`config.mk`:
```
export PLATFORM = sky130hd
export DESIGN_NAME = header_tx
export DESIGN_NICKNAME = d
export VERILOG_FILES = /design/src/rtl/header_pkg.sv /design/src/rtl/header_csum_acc.sv /design/src/rtl/header_tx.sv
export SDC_FILE = /design/constraint.sdc
export NUM_CORES = 1
export LEC_CHECK = 0
export CORE_ASPECT_RATIO = 1.2
export CORE_MARGIN = 8
export CORE_UTILIZATION = 30
export CTS_BUF_LIST = sky130_fd_sc_hd__clkbuf_8
export DETAILED_ROUTE_END_ITERATION = 8
export GPL_TIMING_DRIVEN = 0
export PLACE_DENSITY = 0.51
export SLEW_MARGIN = 20
export SYNTH_ARGS = -nofsm -noshare
export SYNTH_HDL_FRONTEND = slang
export SYNTH_SLANG_ARGS = --single-unit
export TNS_END_PERCENT = 50
```
`constraint.sdc`:
```
create_clock -name clk -period 1.85 [get_ports clk]
set_input_delay 0.185 -clock clk [delete_from_list [all_inputs] [get_ports clk]]
set_output_delay 0.185 -clock clk [all_outputs]
set_load 0.02 [all_outputs]
```
`src/rtl/header_pkg.sv`:
```
// Shared byte constants and state encodings for the header transmitter and receiver.
package header_pkg;

  localparam logic [7:0] HDR_BYTE_A     = 8'h55;
  localparam logic [7:0] HDR_BYTE_B     = 8'hD5;
  localparam logic [7:0] IDLE_BYTE_DFLT = 8'h00;

  localparam logic [2:0] ST_IDLE    = 3'd0;
  localparam logic [2:0] ST_HDR     = 3'd1;
  localparam logic [2:0] ST_PAYLOAD = 3'd2;
  localparam logic [2:0] ST_CSUM    = 3'd3;
  localparam logic [2:0] ST_GAP     = 3'd4;

  // Counter width covering the longer of header and gap, never below one bit.
  function automatic int cnt_width(input int hdr_len, input int gap_len);
    int m;
    m = 2;
    if (hdr_len > m) m = hdr_len;
    if (gap_len > m) m = gap_len;
    return $clog2(m);
  endfunction

endpackage

```
`src/rtl/header_csum_acc.sv`:
```
// XOR accumulator over accepted payload bytes; used when HEADER_TX_CSUM_EN is defined.
module header_csum_acc (
  input  logic       clk,
  input  logic       rst_n,
  input  logic       clear,
  input  logic       enable,
  input  logic [7:0] din,
  output logic [7:0] acc
);

  always_ff @(posedge clk or negedge rst_n) begin
    if (!rst_n) begin
      acc <= '0;
    end else if (clear) begin
      acc <= '0;
    end else if (enable) begin
      acc <= acc ^ din;
    end
  end

endmodule

```
`src/rtl/header_tx.sv`:
```
// Frames a payload byte stream with an alternating 0x55/0xD5 header and an idle gap.
// Define HEADER_TX_CSUM_EN to append an XOR checksum byte after the payload.
module header_tx
  import header_pkg::*;
#(
  parameter int         HDR_LEN   = 12,
  parameter int         GAP_LEN   = 4,
  parameter logic [7:0] IDLE_BYTE = IDLE_BYTE_DFLT
) (
  input  logic       clk,
  input  logic       rst_n,
  input  logic [7:0] s_data,
  input  logic       s_valid,
  input  logic       s_last,
  output logic       s_ready,
  output logic [7:0] dout,
  output logic       dout_vld,
  output logic       busy,
  output logic       done,
  output logic       underrun
);

  localparam int             CW       = cnt_width(HDR_LEN, GAP_LEN);
  localparam logic [CW-1:0]  HDR_LAST = CW'(HDR_LEN - 1);
  localparam logic [CW-1:0]  GAP_LAST = CW'((GAP_LEN > 0) ? GAP_LEN - 1 : 0);
  localparam logic [2:0]     ST_AFTER = (GAP_LEN > 0) ? ST_GAP : ST_IDLE;
`ifdef HEADER_TX_CSUM_EN
  localparam bit             CSUM_EN  = 1'b1;
`else
  localparam bit             CSUM_EN  = 1'b0;
`endif
  localparam logic [2:0]     ST_END   = CSUM_EN ? ST_CSUM : ST_AFTER;

  logic [2:0]    state;
  logic [CW-1:0] hdr_cnt;
  logic [CW-1:0] gap_cnt;
  logic          slot;
  logic          accept;

  // The last header cycle already accepts the first payload byte so no bubble appears.
  assign slot    = (state == ST_PAYLOAD) || ((state == ST_HDR) && (hdr_cnt == HDR_LAST));
  assign s_ready = slot;
  assign accept  = slot && s_valid;

`ifdef HEADER_TX_CSUM_EN
  logic [7:0] csum;

  header_csum_acc u_csum (
    .clk    (clk),
    .rst_n  (rst_n),
    .clear  ((state == ST_IDLE) && s_valid),
    .enable (accept),
    .din    (s_data),
    .acc    (csum)
  );
`endif

  always_ff @(posedge clk or negedge rst_n) begin
    if (!rst_n) begin
      state    <= ST_IDLE;
      hdr_cnt  <= '0;
      gap_cnt  <= '0;
      dout     <= IDLE_BYTE;
      dout_vld <= 1'b0;
      busy     <= 1'b0;
      done     <= 1'b0;
      underrun <= 1'b0;
    end else begin
      dout     <= IDLE_BYTE;
      dout_vld <= 1'b0;
      done     <= 1'b0;
      underrun <= 1'b0;
      busy     <= 1'b1;
      case (state)
        ST_IDLE: begin
          busy <= s_valid;
          if (s_valid) begin
            state    <= ST_HDR;
            hdr_cnt  <= '0;
            dout     <= HDR_BYTE_A;
            dout_vld <= 1'b1;
          end
        end
        ST_HDR: begin
          if (hdr_cnt != HDR_LAST) begin
            hdr_cnt  <= hdr_cnt + CW'(1);
            dout     <= hdr_cnt[0] ? HDR_BYTE_A : HDR_BYTE_B;
            dout_vld <= 1'b1;
          end else begin
            state <= ST_PAYLOAD;
          end
        end
        ST_PAYLOAD: begin
        end
`ifdef HEADER_TX_CSUM_EN
        ST_CSUM: begin
          dout     <= csum;
          dout_vld <= 1'b1;
          done     <= 1'b1;
          state    <= ST_AFTER;
          gap_cnt  <= '0;
        end
`endif
        ST_GAP: begin
          if (gap_cnt == GAP_LAST) begin
            state <= ST_IDLE;
          end else begin
            gap_cnt <= gap_cnt + CW'(1);
          end
        end
        default: state <= ST_IDLE;
      endcase

      // Payload slot: forward the byte, or flag a bubble while holding the frame open.
      if (slot) begin
        if (s_valid) begin
          dout     <= s_data;
          dout_vld <= 1'b1;
          if (s_last) begin
            state   <= ST_END;
            gap_cnt <= '0;
            done    <= !CSUM_EN;
          end
        end else begin
          underrun <= 1'b1;
        end
      end
    end
  end

endmodule

```
==> impl_metrics.env, run 1 <==
export IMPL_synth_cell_types=29
export IMPL_syn_to_final_growth_pct=35.6
export IMPL_stdcell_area_sq_um=1420
export IMPL_grt_pass1_vias=830
export IMPL_synthTopCellsByArea="dfrtp_1 55%, a21oi_1 5.7%, nor2_1 5.0%"
export IMPL_p_per_area_nw_per_um2=1320
export IMPL_whs_ns=0.207
export IMPL_hold_viol=0
export IMPL_fin_cells=171
export IMPL_numCtsBuffers=3
export IMPL_antenna_found_initial=0
export IMPL_fin_crit_ns=1.70
export IMPL_ys_ff_latch=23
export IMPL_io_buffers=23
export IMPL_grt_max_degree=24
export IMPL_power_leakage_nw=0.647
export IMPL_pin_count=25
export IMPL_die_area_sq_um=5660
export IMPL_relSlewSlack_pct=65.7
export IMPL_cp_start_kind="register"
export IMPL_ant_nets=0
export IMPL_yosysTopAreaCellShare_pct=54.8
export IMPL_die_y_um=80.8
export IMPL_yosys_warnings=0
export IMPL_skew_ns=0.00459
export IMPL_wl_per_cell_um=13.5
export IMPL_rows=23
export IMPL_tightestPinTransition_ns=0.514
export IMPL_dp_slack_ns=-0.132
export IMPL_pwr_share_seq_pct=41.7
export IMPL_combPwrFrac_pct=42.2
export IMPL_fin_crit_sh_pct=91.9
export IMPL_fin_tns_setup_ns=0
export IMPL_switching_share_pct=36.0
export IMPL_vias=813
export IMPL_worstHoldPathType="input port to register"
export IMPL_finalPower_mw=1.88
export IMPL_cts_sinks=23
export IMPL_synthesis_instances=102
export IMPL_synth_area_sq_um=1050
export IMPL_antenna_cells=0
export IMPL_synth_seq_area_share_pct=54.8
export IMPL_clockRootBuffer="clkbuf_8"
export IMPL_post_route_util_pct=42.7
export IMPL_gp_congestion=0.751
export IMPL_required_ns=1.66
export IMPL_clockPowerShare_pct=16.1
export IMPL_dp_hpwl_mm=1.67
export IMPL_clkLatencyLatePin_ns=0.26
export IMPL_initial_core_util_pct=31.4
export IMPL_arrival_ns=1.52
export IMPL_cts_path_max_buffers=2
export IMPL_rsz0062_at_grt="false"
export IMPL_htreeDepth=1
export IMPL_dr_pass1_iters=2
export IMPL_drt_wl_total_mm=2.32
export IMPL_fin_ws_ns=0.149
export IMPL_dieWidth_um=70
export IMPL_grt_pass1_wl_mm=3.84
export IMPL_fillers=332
export IMPL_setup_viol=0
export IMPL_core_area_sq_um=3340
export IMPL_grt_overflow=0
export IMPL_ir_worst_vdd_v=0.000543
export IMPL_slew_viol_final=0
export IMPL_max_freq_ghz=0.588
export IMPL_drive_gt1_share_pct=14.9
export IMPL_drc=0
export IMPL_placed_cells=162
export IMPL_synth_top_area_cell="dfrtp_1"
export IMPL_maxCapViolCount=0
export IMPL_worstSetupEndpointType="primary output"
export IMPL_fin_nets=149
export IMPL_syn_avg_cell_area_sq_um=10.3
export IMPL_syn_num_nets=116
export IMPL_drt_iter0_drc=10
export IMPL_switchingPower_mw=0.676
export IMPL_clk_pin_slew_ns=0.08
export IMPL_place_area_sq_um=1330
export IMPL_via_per_inst=4.75
export IMPL_cts_tree="built"
export IMPL_crit_fanout=5
export IMPL_outcome="complete, no violations"
export IMPL_p_int_mw=1.20
export IMPL_crit_type="register to primary output"
export IMPL_track_usage_pct=8.41
## worst paths after layout
kind	startpoint	end	slack [ns]	cells after the start
max	state[1]$_DFF_PN0_	s_ready	0.15	5
min	s_valid	underrun$_DFF_PN0_	0.21	2
max reg2reg	state[0]$_DFF_PN0_	gap_cnt[1]$_DFF_PN0_	0.37	5
min reg2reg	hdr_cnt[1]$_DFFE_PN0P_	hdr_cnt[1]$_DFFE_PN0P_	0.53	1
max in group asynchronous	rst_n	state[1]$_DFF_PN0_	1.04	2
min in group asynchronous	rst_n	dout[0]$_DFF_PN0_	0.44	2
## placed cells by master (no fill, tap or decap), drive strengths merged
| master | n |
|---|---|
| nand4b | 1 |
| a41oi | 1 |
| nand4 | 2 |
| clkbuf | 4 |
| o2bb2ai | 1 |
| a21o | 2 |
| nor3 | 2 |
| nor2b | 2 |
| dlygate4sd3 | 1 |
| or4 | 1 |
| inv | 9 |
| nor2 | 14 |
| a21oi | 12 |
| a211oi | 1 |
| or2 | 2 |
| buf | 9 |
| clkdlybuf4s50 | 21 |
| nor3b | 2 |
| xor2 | 2 |
| nand3b | 1 |
| xnor2 | 1 |
| mux2i | 2 |
| o21ai | 4 |
| ha | 2 |
| and2 | 3 |
| o31a | 1 |
| nand2b | 1 |
| nand2 | 7 |
| dfrtp | 23 |
## logic make-up after synthesis
| kind of cell | after synthesis | share of synthesized area [%] |
|---|---|---|
| AND/OR/NAND/NOR | 38 | 20.1 |
| flip-flops | 23 | 54.8 |
| AO/OA/AOI/OAI | 22 | 13.1 |
| buffers and inverters | 12 | 5.12 |
| XOR/XNOR | 3 | 2.50 |
| multiplexers | 2 | 1.91 |
| adder cells (fa/ha/maj) | 2 | 2.38 |
## sequential cells by signal (all words and copies together) (netlist names)
name      flops
done          1
busy          1
gap_cnt       4
dout_vld      1
hdr_cnt       4
underrun      1
state         3
dout          8
## per-layer routing
layer	global-route usage [%]	vias up	share of wire, %
met5	0	-	0
li1	-	405	-
met2	14.5	17	50
met3	3.17	2	6.1
met4	4.23	0	1.0
met1	8.89	389	42
## layout make-up
class                           instances  area, sq um  share of cell area (%)
Buffer                                  4         23.8                    1.67
Clock buffer                            3         41.3                    2.90
Clock inverter                          1         3.75                   0.264
Inverter                                8         30.0                    2.11
Multi-Input combinational cell         67          442                    31.0
Sequential cell                        23          577                    40.5
Tap cell                               37         46.3                    3.25
Timing Repair Buffer                   28          260                    18.3
## synthesized netlist by cell type (all sizes together)
cell	n
dfrtp	23
nor2	14
a21oi	12
inv	8
nand2	7
o21ai	4
and2	3
buf	3
a21o	2
ha	2
mux2i	2
nand4	2
nor2b	2
nor3	2
nor3b	2
or2	2
xor2	2
a211oi	1
a41oi	1
clkbuf	1
nand2b	1
nand3b	1
nand4b	1
o2bb2ai	1
o31a	1
or4	1
xnor2	1
## worst max-delay path: stages (launching register included)
cell and delay [ns]:
dfrtp_2 0.45, nor2b_4 0.15, a41oi_4 0.16, or2_1 0.28
inv_1 0.06, buf_2 0.16
## what timing repair did
item | in CTS | in global routing
gates resized for setup | 7 | 2
setup buffers | 0 | 4
pin swaps | 1 | 1
setup endpoints to repair | 1 | 1
hold buffers | 0 | 1
endpoints found under the hold margin | 0 | 23
## power groups by stage
| stage | registers, mW | clock network [mW] | logic [mW] |
|---|---|---|---|
| after floorplan | 0.860 | 0 | 0.381 |
| after global placement | 0.783 | 0 | 0.708 |
| after detailed placement | 0.790 | 0 | 0.729 |
| after CTS | 0.786 | 0.322 | 0.754 |
| after global routing | 0.806 | 0.334 | 0.876 |
| final | 0.783 | 0.303 | 0.792 |
(Power assumes the default switching activity.)
==> run 2: changes to the inputs <==
- ABC_AREA: not set -> 1
- PLACE_DENSITY: 0.51 -> 0.5
==> impl_metrics.env, run 2 <==
export IMPL_outcome="complete, no violations"
export IMPL_post_route_util_pct=40.8
export IMPL_combPwrFrac_pct=39.9
export IMPL_cts_path_max_buffers=2
export IMPL_clk_pin_slew_ns=0.08
export IMPL_pin_count=25
export IMPL_drc=0
export IMPL_fin_tns_setup_ns=0
export IMPL_reg_top3="dout (8), gap_cnt (4), hdr_cnt (4)"
export IMPL_maxCapViolCount=0
export IMPL_slowest_stage="dfrtp_1"
export IMPL_yosys_warnings=0
export IMPL_grt_pass1_wl_mm=4.04
export IMPL_cts_tree="built"
export IMPL_clockPowerShare_pct=17.9
export IMPL_rows=24
export IMPL_cp_top_family="flip-flops"
export IMPL_power_leakage_nw=0.743
export IMPL_top_register="dout"
export IMPL_dp_slack_ns=0.00937
export IMPL_fin_crit_sh_pct=91.4
export IMPL_via_per_inst=4.24
export IMPL_stdcell_area_sq_um=1480
export IMPL_p_int_mw=1.08
export IMPL_synthesis_instances=141
export IMPL_switching_share_pct=38.4
export IMPL_syn_to_final_growth_pct=31.1
export IMPL_synthTopCellsByArea="dfrtp_1 51%, nand2_1 19%, nor2_1 5.6%"
export IMPL_clkLatencyLatePin_ns=0.27
export IMPL_gp_congestion=0.710
export IMPL_synth_cell_types=17
export IMPL_syn_avg_cell_area_sq_um=8.02
export IMPL_antenna_found_initial=0
export IMPL_async_reset_ff_share_pct=100
export IMPL_rsz0062_at_grt="false"
export IMPL_tightestPinTransition_ns=0.518
export IMPL_yosysMostFrequentCell="nand2_1"
export IMPL_worstHoldPathType="input port to async pin"
export IMPL_numCtsBuffers=3
export IMPL_synth_top_area_cell="dfrtp_1"
export IMPL_relSlewSlack_pct=65.5
export IMPL_synth_area_sq_um=1130
export IMPL_final_cell_mix="56 x nand2_1, 23 x dfrtp_1, 22 x clkdlybuf4s50_1, 17 x nor2_1, 15 x inv_1"
export IMPL_slew_viol_final=0
export IMPL_worstSetupEndpointType="primary output"
export IMPL_syn_num_nets=155
export IMPL_required_ns=1.66
export IMPL_drt_iter0_drc=42
export IMPL_path_cells="ha_1 > nand2_1 > nor2_1 > nand2_2 > nand2_4 > clkbuf_2"
export IMPL_setup_viol=0
export IMPL_synth_edf_count=0
export IMPL_core_area_sq_um=3630
export IMPL_fin_ws_ns=0.160
export IMPL_ir_worst_vdd_v=0.000369
export IMPL_ys_ff_latch=23
export IMPL_grt_overflow=0
export IMPL_io_buffers=24
export IMPL_final_common_cell="nand2_1"
export IMPL_hold_viol=0
export IMPL_synth_seq_area_share_pct=50.9
export IMPL_vias=941
export IMPL_pwr_share_seq_pct=42.2
export IMPL_track_usage_pct=8.36
export IMPL_drive_gt1_share_pct=12.9
export IMPL_p_per_area_nw_per_um2=1180
export IMPL_dp_hpwl_mm=1.86
export IMPL_die_y_um=83.3
export IMPL_ant_nets=0
export IMPL_place_area_sq_um=1440
export IMPL_critPathBufInv=1
export IMPL_finalPower_mw=1.75
export IMPL_dr_pass1_iters=4
export IMPL_max_freq_ghz=0.592
export IMPL_grt_max_degree=24
export IMPL_largest_reg_flops=8
export IMPL_yosysTopAreaCellShare_pct=50.9
export IMPL_initial_core_util_pct=31.1
export IMPL_cp_slowest_stage_delay_ns=0.43
export IMPL_htreeDepth=1
export IMPL_fin_crit_ns=1.69
export IMPL_switchingPower_mw=0.672
export IMPL_skew_ns=0.00447
export IMPL_yosys_top_cells_count="56 x nand2_1, 23 x dfrtp_1, 17 x nor2_1"
export IMPL_wl_per_cell_um=10.6
export IMPL_crit_type="register to primary output"
export IMPL_cp_start_kind="register"
export IMPL_fin_nets=185
export IMPL_drt_wl_total_mm=2.36
export IMPL_dieWidth_um=72.1
export IMPL_antenna_cells=0
export IMPL_grt_pass1_vias=897
export IMPL_arrival_ns=1.51
export IMPL_clockRootBuffer="clkbuf_8"
export IMPL_cts_sinks=23
export IMPL_synthFlopType="dfrtp_1"
export IMPL_die_area_sq_um=6000
export IMPL_crit_fanout=7
[run 2: cell types whose count changed after synthesis, moves of 3 or more]
cell     delta
and2_1      -3
inv_1       +7
nand2_2     +3
nor2_4      +4
a21oi_1    -12
nand2_1    +49
nand2_4     +3
nor2_1      +3
nand3_1     +9
o21ai_0     -3
[run 2: cells by family after synthesis]
logic type	Yosys count	share of synthesized area (%)
AOI/OAI and AO/OA	2	1.22
adders and majority gates	2	2.21
buffers and inverters	18	6.30
DFF	23	50.9
and+or+nand+nor	96	39.4
[run 2: path summary, 6_finish.rpt]
check	from	cells after the start	slack (ns)	to
max	hdr_cnt[0]$_DFFE_PN0P_	6	0.16	s_ready
min	rst_n	2	0.42	gap_cnt[3]$_DFF_PN0_
min reg2reg	hdr_cnt[1]$_DFFE_PN0P_	2	0.53	hdr_cnt[1]$_DFFE_PN0P_
max reg2reg	hdr_cnt[0]$_DFFE_PN0P_	6	0.39	gap_cnt[2]$_DFF_PN0_
max in group asynchronous	rst_n	2	1.08	gap_cnt[1]$_DFF_PN0_
min in group clk	s_data[1]	3	0.46	dout[1]$_DFF_PN0_
[run 2: area by class of cell]
cell class / count / area, sq um
inverter: 17 / 66.3
multi-input combinational: 100 / 484
tap: 52 / 65.1
sequential: 23 / 576
fill: 373 / 2150
buffer: 1 / 5.00
timing repair buffer: 25 / 240
clock inverter: 1 / 5.00
clock buffer: 3 / 41.3
[run 2: per-stage QoR]
step	instances	hold slack (ns)
2_1_floorplan	141	-0.111
5_1_grt	222	0.469
3_3_place_gp	217	0.515
6_report	222	0.424
3_5_place_dp	217	0.522
4_1_cts	221	0.455
[run 2: metal layers]
layer,vias to the layer above,global-route usage (%),part of all wire (%)
li1,483,-,-
met2,17,14.2,50
met4,0,2.79,1.2
met1,438,9.79,45
met3,3,2.16,3.4
met5,-,0,0
[run 2: worst reg2reg max path: cells and delay by family, from the launching register on]
kind | cells | cell delay (ns)
simple gates | 5 | 0.71
fa+ha+maj | 1 | 0.24
flops | 1 | 0.43
[run 2: timing repair]
action                                  4_1_cts  5_1_grt
hold endpoints to repair                      0       23
setup buffers                                 0        0
hold buffers                                  0        1
resized for setup                             2        1
pin swaps                                     0        0
endpoints found under the setup margin        1        1
cloned                                        0        0
[run 2: power groups by stage]
stage / Sequential [mW] / Clock [mW] / Combinational, mW
floorplan: 0.808 / 0 / 0.399
global placement: 0.748 / 0 / 0.706
detailed placement: 0.750 / 0 / 0.710
CTS: 0.740 / 0.328 / 0.711
global route: 0.757 / 0.341 / 0.792
finish: 0.738 / 0.314 / 0.698
